==> config.mk <==
export PLATFORM = sky130hd
export DESIGN_NAME = mcpu_fetch_unit
export DESIGN_NICKNAME = d
export VERILOG_FILES = /design/src/rtl/mcpu_pkg.sv /design/src/rtl/mcpu_fetch_fifo.sv /design/src/rtl/mcpu_fetch_unit.sv
export SDC_FILE = /design/constraint.sdc
export NUM_CORES = 1
export LEC_CHECK = 0
export CORE_ASPECT_RATIO = 1.5
export CORE_MARGIN = 8
export CORE_UTILIZATION = 37
export DETAILED_ROUTE_END_ITERATION = 6
export PLACE_DENSITY = 0.74
export SKIP_LAST_GASP = 1
export SYNTH_ARGS = -nofsm -noshare
export SYNTH_HDL_FRONTEND = slang
export SYNTH_SLANG_ARGS = --single-unit
==> constraint.sdc <==
create_clock -name clk -period 1.7 [get_ports clk]
set_input_delay 0.425 -clock clk [delete_from_list [all_inputs] [get_ports clk]]
set_output_delay 0.425 -clock clk [all_outputs]
set_load 0.03 [all_outputs]
==> src/rtl/mcpu_pkg.sv <==
// Shared micro-CPU constants and fetch types, common to the fetch unit and RAM controller.
// WORD_SIZE/ADDR_WIDTH here must agree with the RAM controller build.
package mcpu_pkg;

   localparam int WORD_SIZE  = 8;
   localparam int ADDR_WIDTH = 8;

   typedef struct packed {
      logic [ADDR_WIDTH-1:0] addr;
      logic [WORD_SIZE-1:0]  word;
   } fetch_entry_t;

   // A depth-1 buffer still carries a 1-bit pointer so every index stays a legal vector.
   function automatic int ptr_width(input int depth);
      return (depth > 1) ? $clog2(depth) : 1;
   endfunction

endpackage

==> src/rtl/mcpu_fetch_fifo.sv <==
// Prefetch buffer for the fetch stage: DEPTH entries of {addr, word}, FIFO order.
// Flush wins over push and pop; a push into a full buffer is accepted only alongside a pop.
module mcpu_fetch_fifo
   import mcpu_pkg::*;
#(
   parameter int DEPTH = 2,
   localparam int CNT_W = $clog2(DEPTH + 1)
) (
   input  logic                  clk,
   input  logic                  reset,
   input  logic                  flush,
   input  logic                  push,
   input  logic [ADDR_WIDTH-1:0] push_addr,
   input  logic [WORD_SIZE-1:0]  push_word,
   input  logic                  pop,
   output logic [CNT_W-1:0]      count,
   output logic [ADDR_WIDTH-1:0] head_addr,
   output logic [WORD_SIZE-1:0]  head_word
);

   localparam int PTR_W = ptr_width(DEPTH);
   localparam int SLOTS = 1 << PTR_W;
   localparam logic [CNT_W-1:0] FULL = CNT_W'(DEPTH);
   localparam logic [PTR_W-1:0] LAST = PTR_W'(DEPTH - 1);

   fetch_entry_t     mem [SLOTS];
   logic [PTR_W-1:0] rd_ptr;
   logic [PTR_W-1:0] wr_ptr;
   logic             do_push;
   logic             do_pop;

   function automatic logic [PTR_W-1:0] adv(input logic [PTR_W-1:0] p);
      return (p == LAST) ? '0 : p + PTR_W'(1);
   endfunction

   assign do_pop  = pop && (count != '0);
   assign do_push = push && ((count != FULL) || do_pop);

   always_ff @(posedge clk) begin
      if (reset) begin
         rd_ptr <= '0;
         wr_ptr <= '0;
         count  <= '0;
         for (int i = 0; i < SLOTS; i++) mem[i] <= '0;
      end else if (flush) begin
         rd_ptr <= '0;
         wr_ptr <= '0;
         count  <= '0;
      end else begin
         if (do_push) begin
            mem[wr_ptr] <= '{addr: push_addr, word: push_word};
            wr_ptr      <= adv(wr_ptr);
         end
         if (do_pop) rd_ptr <= adv(rd_ptr);
         case ({do_push, do_pop})
            2'b10:   count <= count + CNT_W'(1);
            2'b01:   count <= count - CNT_W'(1);
            default: count <= count;
         endcase
      end
   end

   // When full, head and tail share a slot; the head is read before the edge overwrites it.
   assign head_addr = mem[rd_ptr].addr;
   assign head_word = mem[rd_ptr].word;

endmodule

==> src/rtl/mcpu_fetch_unit.sv <==
// Instruction fetch stage: PC drives the RAM instruction port, bytes queue for decode.
// MCPU_FETCH_PREFETCH_EN selects a 2-deep prefetch buffer; otherwise a single output register.
module mcpu_fetch_unit #(
   parameter int                    WORD_SIZE  = mcpu_pkg::WORD_SIZE,
   parameter int                    ADDR_WIDTH = mcpu_pkg::ADDR_WIDTH,
   parameter logic [ADDR_WIDTH-1:0] RESET_PC   = '0
) (
   input  logic                  clk,
   input  logic                  reset,
   output logic [ADDR_WIDTH-1:0] instraddr,
   input  logic [WORD_SIZE-1:0]  instrrd,
   input  logic                  halt,
   input  logic                  redirect,
   input  logic [ADDR_WIDTH-1:0] redirect_addr,
   output logic                  instr_valid,
   input  logic                  instr_ready,
   output logic [WORD_SIZE-1:0]  instr_out,
   output logic [ADDR_WIDTH-1:0] instr_pc
);

`ifdef MCPU_FETCH_PREFETCH_EN
   localparam int DEPTH = 2;
`else
   localparam int DEPTH = 1;
`endif
   localparam int CNT_W = $clog2(DEPTH + 1);
   localparam logic [CNT_W-1:0] FULL = CNT_W'(DEPTH);

   logic [ADDR_WIDTH-1:0] pc;
   logic [CNT_W-1:0]      count;
   logic                  pop;
   logic                  fetch;

   assign instr_valid = (count != '0);
   assign pop         = instr_valid && instr_ready;
   // A pop frees a slot this same cycle, so a full buffer still fetches while draining.
   assign fetch       = !reset && !halt && !redirect && ((count != FULL) || pop);
   assign instraddr   = pc;

   always_ff @(posedge clk) begin
      if (reset)         pc <= RESET_PC;
      else if (redirect) pc <= redirect_addr;
      else if (fetch)    pc <= pc + ADDR_WIDTH'(1);
   end

   mcpu_fetch_fifo #(
      .DEPTH(DEPTH)
   ) u_fifo (
      .clk       (clk),
      .reset     (reset),
      .flush     (redirect),
      .push      (fetch),
      .push_addr (pc),
      .push_word (instrrd),
      .pop       (pop),
      .count     (count),
      .head_addr (instr_pc),
      .head_word (instr_out)
   );

endmodule
# After elaboration in Yosys (flattened, before gate mapping)

Memories as Yosys holds them, arrays and structs flattened. A register that Yosys moved wholly into a read port is not among the register bits.
Index checks and enable logic that the tools add are counted.

Word-level logic and storage cells: 44
Output and inout bits: 25
Latch bits: 0
Bits in writable memories: 32
Bits of input ports: 21
Register bits after elaboration: 11
Memories: 1
ROM bits: 0

Divide/modulo/power cells: 0
Shift-type cells: 0
Bitwise gates (word level): 1
$mul: 0
$add $sub $neg: 5
Muxes and demuxes: 16
Equal/unequal tests: 2
Magnitude comparators: 0
Reductions and logical operators: 15

Memories:

| name       | depth | width | read ports | clocked after Yosys merged registers in | write ports | line                  | text |
|---|---|---|---|---|---|---|---|
| u_fifo.mem | 2     | 16    | 1          | 1                                       | 2           | mcpu_fetch_fifo.sv:26 | `fetch_entry_t mem [SLOTS];` |

Operators by type and width:

| operator                                      | number |
|---|---|
| two-way mux 16 bit                            | 1 |
| two-way mux 8 bit                             | 2 |
| OR reduction 16 bit                           | 1 |
| two-way mux 1 bit                             | 12 |
| adder 8 x 1 -> 8 bit, second input constant   | 1 |
| logical AND 1 bit                             | 6 |
| nonzero test 2 bit                            | 2 |
| adder 1 bit, second input constant            | 3 |
| zero test 1 bit                               | 3 |
| == test 2 x 1 -> 1 bit, second input constant | 1 |
| == test 2 bit, second input constant          | 1 |
| logical OR 1 bit                              | 2 |
| case mux 1 bit (2 select lines)               | 1 |
| OR reduction 2 bit                            | 1 |
| inverter 1 bit                                | 1 |
| subtractor 1 bit, second input constant       | 1 |

# Logic depth before layout (Yosys ltp)

Gate-level depths: netlist (run 1).

Word-level depth: 11
Gate-level depth with buffers: 4
Depth with buffers taken out: 4

# Modules after synthesis

A second synthesis (run 1) with hierarchy kept.

Cell total of the unflattened synthesis: 105
Area total of the unflattened synthesis: 1342.5 µm²

Modules (own cells, without submodules):

| module          | cells an instance | instances | sequential area each (µm²) | area an instance (µm²) |
|---|---|---|---|---|
| mcpu_fetch_fifo | 44                | 1         | 500.5                      | 813.3 |
| mcpu_fetch_unit | 61                | 1         | 160.2                      | 529.3 |

# Worst setup path after synthesis (run 1)

Ideal clock, no wire load.

Path type: register -> register
From: register u_fifo.count
To: memory u_fifo.mem[0][0] (netlist bit) (enable)
Period minus slack after synthesis: 1.784 ns
Library setup time: 0.373 ns
Stages on the path, launching flop included: 4
Arrival time: 1.411 ns
Path slack: -0.084 ns
Buffers on the path: 0
Required time: 1.327 ns
Path through: dfxtp_1 -> nor2b_1 -> nor4_2 -> or2_1

RTL lines:

| item                   | line                  | text |
|---|---|---|
| start, declared        | mcpu_fetch_fifo.sv:16 | `output logic [CNT_W-1:0] count,` |
| start signal, assigned | mcpu_fetch_fifo.sv:56 | `2'b10: count <= count + CNT_W'(1);` |
| start signal, assigned | mcpu_fetch_fifo.sv:57 | `2'b01: count <= count - CNT_W'(1);` |
| start signal, assigned | mcpu_fetch_fifo.sv:58 | `default: count <= count;` |
| end, declared          | mcpu_fetch_fifo.sv:26 |  |

# Worst setup path in the final report (run 1)

From: input halt
To: register pc[3], in the netlist instraddr[3]

Cells in the longest elaborated chain, start to end: 5

Ends and longest elaborated chain:

| item                                | line                  | text |
|---|---|---|
| start, declared                     | mcpu_fetch_unit.sv:12 | `input logic halt,` |
| zero test 1 bit                     | mcpu_fetch_unit.sv:37 | `assign fetch = !reset && !halt && !redirect && ((count != FULL) \|\| pop);` |
| logical AND 1 bit (3 in a row)      | mcpu_fetch_unit.sv:37 |  |
| nonzero test 2 bit (no source line) | --                    |  |
| end signal, assigned                | mcpu_fetch_unit.sv:42 | `else if (redirect) pc <= redirect_addr;` |
| end signal, assigned                | mcpu_fetch_unit.sv:43 | `else if (fetch) pc <= pc + ADDR_WIDTH'(1);` |
| end, declared                       | mcpu_fetch_unit.sv:29 | `logic [ADDR_WIDTH-1:0] pc;` |

Every way passes these cells.
A chain may end at the register's enable or synchronous reset.

==> run summary, run 1 <==
Clocking
• TritonCTS clock tree: yes
• Worst-path clk slew: 80 ps
• H-tree depth: 1
• clock tree sinks: 25
• number of CTS-inserted buffers: 3
• Post-CTS Repair Setup Buffers: 0
• Clock Tree Root: clkbuf_8
• Max Root-Sink Buffers: 2
• clock latency at the later pin of the worst-skew pair: 260 ps

Floorplan
• number of I/O pins: 46
• floorplan core area: 2850 sq um
• overall die area: 4960 sq um
• Die X-Extent: 60.2 um
• number of rows created at floorplan: 24
• starting density of the core: 38.1%
• floorplan die height: 82.4 um

Worst setup path
• Worst Setup Path Type: in2reg
• worst-path maximum fanout: 4
• critical-path cell list: clkdlybuf4s50_1 -> or2_4 -> nor4b_2 -> xnor2_1 -> a211oi_1
• Worst Setup End Kind: flip-flop
• delay contributed by the slowest stage of the critical path: 490 ps
• reg-to-reg slack, setup: 310 ps
• slowest cell on the critical path: clkdlybuf4s50_1
• logic depth of the worst register-to-register path: 5
• launch instance of the worst register-to-register path: u_fifo.count$_SDFFE_PP0P_
• required time of the worst setup path: 1870 ps
• crit start category: input port
• WP data arrival: 1890 ps
• endpoint of the worst register-to-register path: instraddr[3]$_SDFFE_PP0P_

Placed design
• half-perimeter wire length after detailed placement: 2.22 mm
• I/O Buffers: 45
• Placer Congestion: 0.823
• placed insts: 186

Global route
• vias in the first global route: 974
• maximum number of pins on one net before global-route repair: 18
• antenna violations before repair: 0
• global route total overflow: 0
• wire length of the first global-routing pass: 4.42 mm
• GRT Util Overall: 11.7%

Logic synthesis
• Synth Area per Inst: 12.1 sq um
• total of flip-flops plus latches after synthesis: 25
• Mapped Area: 1090 sq um
• number of enable flip-flop cells after synthesis: 16
• number of different library cells in the post-synthesis netlist: 25
• sequential fraction of the synthesis area: 60.8%
• dominant cell type by area after synthesis: edfxtp_1
• main area contributors after synthesis: edfxtp_1, dfxtp_1, and2_1
• most frequent cell after synthesis: and2_1
• share of synthesized flip-flops with an asynchronous set or reset: 0%
• Synth Flop Type: edfxtp_1
• leading post-synthesis cells by instance count: and2_1, edfxtp_1, dfxtp_1
• Yosys warnings: 0
• proportion of netlist area held by the largest area contributor: 44.2%
• number of nets in the synthesized netlist: 112
• Post-Syn Instances: 90

STA
• slack of the critical path: -22.4 ps
• clock skew after layout: 2.48 ps
• Total Negative Setup Slacks: -22.4 ps
• Max Clk Rate: 581 MHz
• Tcrit/Tclk final: 101%
• final setup vio count: 1
• max-slew violation count: 0
• final number of hold-violating endpoints: 0
• Relative slew margins: 77.6%
• Least-Margin Pin Slew: 336 ps
• time the worst path needs with I/O delays and setup: 1720 ps

Final layout
• layout cells sized above 1: 15.9%
• Post-Layout Cell Count: 190
• antenna cells: 0
• share of the core filled with cells: 62.1%
• Area growth syn-to-layout: 63.0%
• net count of the finished layout: 174

Route
• detailed-route via count: 922
• final routed wirelength across all metal layers: 2.89 mm
• DR WL/cell: 15.2 um
• number of DRC markers after the initial detailed-route iteration: 15
• routed via count divided by cell count: 4.85
• DRC Markers: 0
• residual antenna-violating net count after detailed routing: 0
• first drt pass iteration count: 4

Flow run
• # Max-Cap Violations: 0

Pwr
• peak supply drop: 0.000426 V
• Pwr Density: 751 nW/um^2
• cell leakage power: 0.844 nW
• Power, Total: 1.33 mW

Outcome
• outcome: finished with violations
• violations in the final reports: negative setup slack

Min path
• HP Start: reset
• Hold Path End: u_fifo.count$_SDFFE_PP0P_
• worst hold path stage count: 2
• hold crit path type: in2reg

==> through the flow <==
| stage | hold slack (ps) | area, sq um | setup WS (ps) |
|---|---|---|---|
| after global routing | 528 | 1770 | -96.2 |
| after CTS | 584 | 1730 | 0.862 |
| after floorplan | 498 | 1090 | 140 |
| final | 501 | 1770 | -22.4 |
| after global placement | 565 | 1700 | -143 |
| after detailed placement | 573 | 1700 | -227 |
==> final cells by class <==
type                       count  area [sq um]
tap                           39          48.8
timing repair buffer          60           588
clock buffer                   4          45.0
sequential                    25           661
fill                         237          1080
multi-input combinational     61           424
inverter                       1          3.75
==> power breakdown <==
part / switching [mW] / internal, mW / total [mW]
Sequential: 0.0162 / 0.681 / 0.698
Clock: 0.176 / 0.167 / 0.343
Combinational: 0.156 / 0.134 / 0.290
Total: 0.348 / 0.982 / 1.33
==> registers in the layout, indices dropped and copies added, names as in the netlist <==
| signal | flops |
|---|---|
| u_fifo.count | 1 |
| instraddr | 8 |
| u_fifo.mem | 16 |
==> cells in the final DEF, fill, tap and decap left out, types with 4 or more instances in the layout <==
master,n
nand3_1,4
edfxtp_1,16
dfxtp_1,9
dlymetal6s2s_1,12
and2_1,17
buf_4,14
a211oi_1,6
nor2_1,7
clkdlybuf4s50_1,19
dlygate4sd2_1,14
==> worst max path at each step <==
| stage | cells past startpoint | from | slack, ps | end |
|---|---|---|---|---|
| 2_1_floorplan | 3 | u_fifo.count$_SDFFE_PP0P_ | 140 | u_fifo.mem[0][0]$_SDFFCE_PN0P_ |
| 3_3_place_gp | 5 | reset | -140 | instraddr[5]$_SDFFE_PP0P_ |
| 3_5_place_dp | 5 | reset | -230 | instraddr[5]$_SDFFE_PP0P_ |
| 4_1_cts | 1 | u_fifo.mem[0][11]$_SDFFCE_PN0P_ | 0.9 | instr_pc[3] |
| 5_1_grt | 5 | halt | -100 | instraddr[3]$_SDFFE_PP0P_ |
| 6_report | 5 | halt | -20 | instraddr[3]$_SDFFE_PP0P_ |
==> layer usage <==
metal | global-route usage [%] | routed length, um | share of wire [%] | vias up
met5 | 0 | 0 | 0 | -
met4 | 6.95 | 79 | 2.7 | 0
met3 | 2.33 | 191 | 6.6 | 6
met2 | 21.4 | 1570 | 54 | 34
met1 | 11.8 | 1050 | 36 | 434
li1 | - | - | - | 448
==> critical path: cells and delay by family <==
family / cells / cell delay, ps
buf+inv: 1 / 490
compound gates: 1 / 270
simple gates: 2 / 590
xor+xnor: 1 / 110
==> logic make-up after synthesis <==
group / after synthesis / synth area share [%]
compound gates: 11 / 7.60
flops: 25 / 60.8
fa+ha+maj: 1 / 1.15
xor+xnor: 6 / 4.84
simple gates: 43 / 24.2
buf+inv: 4 / 1.38
==> what timing repair did <==
action                                  in CTS  in global routing
hold buffers                                 0                  0
endpoints found under the setup margin      14                 12
resized for setup                           14                 14
pin swaps                                    0                  1
No activity file was read; power rests on OpenSTA's default activity.
==> run 2, diff against run 1 <==
--- a/config.mk
+++ b/config.mk
@@ -9,7 +9,7 @@
 export CORE_MARGIN = 8
 export CORE_UTILIZATION = 37
 export DETAILED_ROUTE_END_ITERATION = 6
-export PLACE_DENSITY = 0.74
+export PLACE_DENSITY_LB_ADDON = 0.05
 export SKIP_LAST_GASP = 1
 export SYNTH_ARGS = -nofsm -noshare
 export SYNTH_HDL_FRONTEND = slang
==> run 2 against run 1 <==
Combinational power is 3% lower. Core utilization is 0.92 points lower. Fmax is 8.8% higher. Highest routed layer unchanged. Cell area is 1.5% lower. Non-clock buffer count is 2 lower. Largest cell class unchanged. The flow now finishes without violations. Global-route usage is 0.38 points lower. Total power is 0.25% lower.
==> run summary, run 2 (synthesized netlist as in run 1, its figures left out) <==
Outcome
• outcome: finished, final reports clean

Flow run
• # Max-Cap Violations: 0

Global route
• antenna violations before repair: 0
• maximum number of pins on one net before global-route repair: 18
• global route total overflow: 0
• vias in the first global route: 935
• GRT Util Overall: 11.3%
• wire length of the first global-routing pass: 4.35 mm

Clocking
• clock latency at the later pin of the worst-skew pair: 260 ps
• Post-CTS Repair Setup Buffers: 0
• H-tree depth: 1
• clock tree sinks: 25
• Clock Tree Root: clkbuf_8
• Worst-path clk slew: 90 ps
• TritonCTS clock tree: yes
• Max Root-Sink Buffers: 2
• number of CTS-inserted buffers: 3

Pwr
• Pwr Density: 761 nW/um^2
• cell leakage power: 0.810 nW
• Power, Total: 1.33 mW
• peak supply drop: 0.000436 V

Floorplan
• number of rows created at floorplan: 24
• Die X-Extent: 60.2 um
• floorplan die height: 82.4 um
• overall die area: 4960 sq um
• number of I/O pins: 46
• floorplan core area: 2850 sq um
• starting density of the core: 38.1%

Placed design
• placed insts: 184
• post-place instance area: 1670 sq um
• pre-CTS worst setup slack: -231 ps
• half-perimeter wire length after detailed placement: 2.15 mm
• I/O Buffers: 45
• Placer Congestion: 0.770

Route
• detailed-route via count: 907
• residual antenna-violating net count after detailed routing: 0
• first drt pass iteration count: 4
• routed via count divided by cell count: 4.82
• DRC Markers: 0
• final routed wirelength across all metal layers: 2.79 mm
• DR WL/cell: 14.8 um
• number of DRC markers after the initial detailed-route iteration: 23

Worst setup path
• Worst Setup Path Type: in2reg
• reg-to-reg slack, setup: 290 ps
• Worst Setup End Kind: flip-flop
• worst-path maximum fanout: 16
• crit start category: input port
• required time of the worst setup path: 1660 ps
• WP data arrival: 1540 ps

STA
• Least-Margin Pin Slew: 327 ps
• Total Negative Setup Slacks: 0 ps
• slack of the critical path: 116 ps
• Relative slew margins: 78.1%
• clock skew after layout: 1.88 ps
• final number of hold-violating endpoints: 0
• max-slew violation count: 0
• Max Clk Rate: 631 MHz
• time the worst path needs with I/O delays and setup: 1580 ps
• final setup vio count: 0
• Tcrit/Tclk final: 93.2%
• RSZ-0062 raised after global routing: no
• Min Hold Slack: 445 ps

Final layout
• Post-Layout Cell Count: 188
• most flop-heavy register: u_fifo.mem
• multi-input combinational cell area: 423 sq um
• share of the core filled with cells: 61.1%
• layout filler cell count: 258
• cell area after layout: 1740 sq um
• Storage cell area: 661 sq um
• Area growth syn-to-layout: 60.6%
• antenna cells: 0
• leading cell types in the layout, fill and taps excluded: clkdlybuf4s50_1, and2_1, dlygate4sd2_1, edfxtp_1, buf_4
• layout cells sized above 1: 16.8%
• most common cell after layout, fill and taps aside: clkdlybuf4s50_1
• net count of the finished layout: 172
• number of flip-flops under the largest register name: 16

Min path
• hold crit path type: in2reg

-- run 2: cell count changes in the layout (fill, tap and decap cells not counted), sizes merged --
cell / change
dlygate4sd2: +2
dlymetal6s2s: -1
inv: -1
clkinvlp: +2
buf: -2
clkdlybuf4s50: -1
clkbuf: -1
-- run 2: area by class of cell --
| cell class | instances | share of cell area, % |
|---|---|---|
| Clock inverter | 1 | 0.430 |
| Tap cell | 39 | 2.80 |
| Multi-Input combinational cell | 61 | 24.2 |
| Sequential cell | 25 | 37.9 |
| Inverter | 1 | 0.430 |
| Clock buffer | 3 | 2.37 |
| Timing Repair Buffer | 58 | 31.9 |
-- run 2: path summary, 6_finish.rpt --
check,from,cells after the start,to
hold / removal,halt,2,u_fifo.count$_SDFFE_PP0P_
setup / recovery,redirect,3,u_fifo.mem[0][6]$_SDFFCE_PN0P_
hold reg to reg,instraddr[4]$_SDFFE_PP0P_,2,instraddr[4]$_SDFFE_PP0P_
setup reg to reg,instraddr[1]$_SDFFE_PP0P_,5,instraddr[4]$_SDFFE_PP0P_
-- run 2: routing by layer --
metal / vias to the layer above / routed length, um / GRT usage [%]
met2: 32 / 1440 / 19.7
met3: 6 / 162 / 2.17
met4: 0 / 49 / 5.04
met1: 426 / 1130 / 12.9
met5: - / 0 / 0
li1: 443 / - / -
-- run 2: power breakdown --
group          internal (mW)  switching (mW)  leakage [nW]
Clock                  0.166           0.184        0.0217
Combinational          0.127           0.154         0.544
Sequential             0.681          0.0158         0.244
Total                  0.974           0.353         0.810
-- run 2: worst max-delay path, stage by stage --
cell and delay (ps):
clkdlybuf4s50_1 440, nor4_2 360, or2_4 320
-- run 2: repair_timing --
| item | in CTS | in global routing |
|---|---|---|
| hold buffers | 0 | 0 |
| hold endpoints to repair | 0 | 0 |
| resized for setup | 16 | 14 |
| setup endpoints to repair | 16 | 15 |
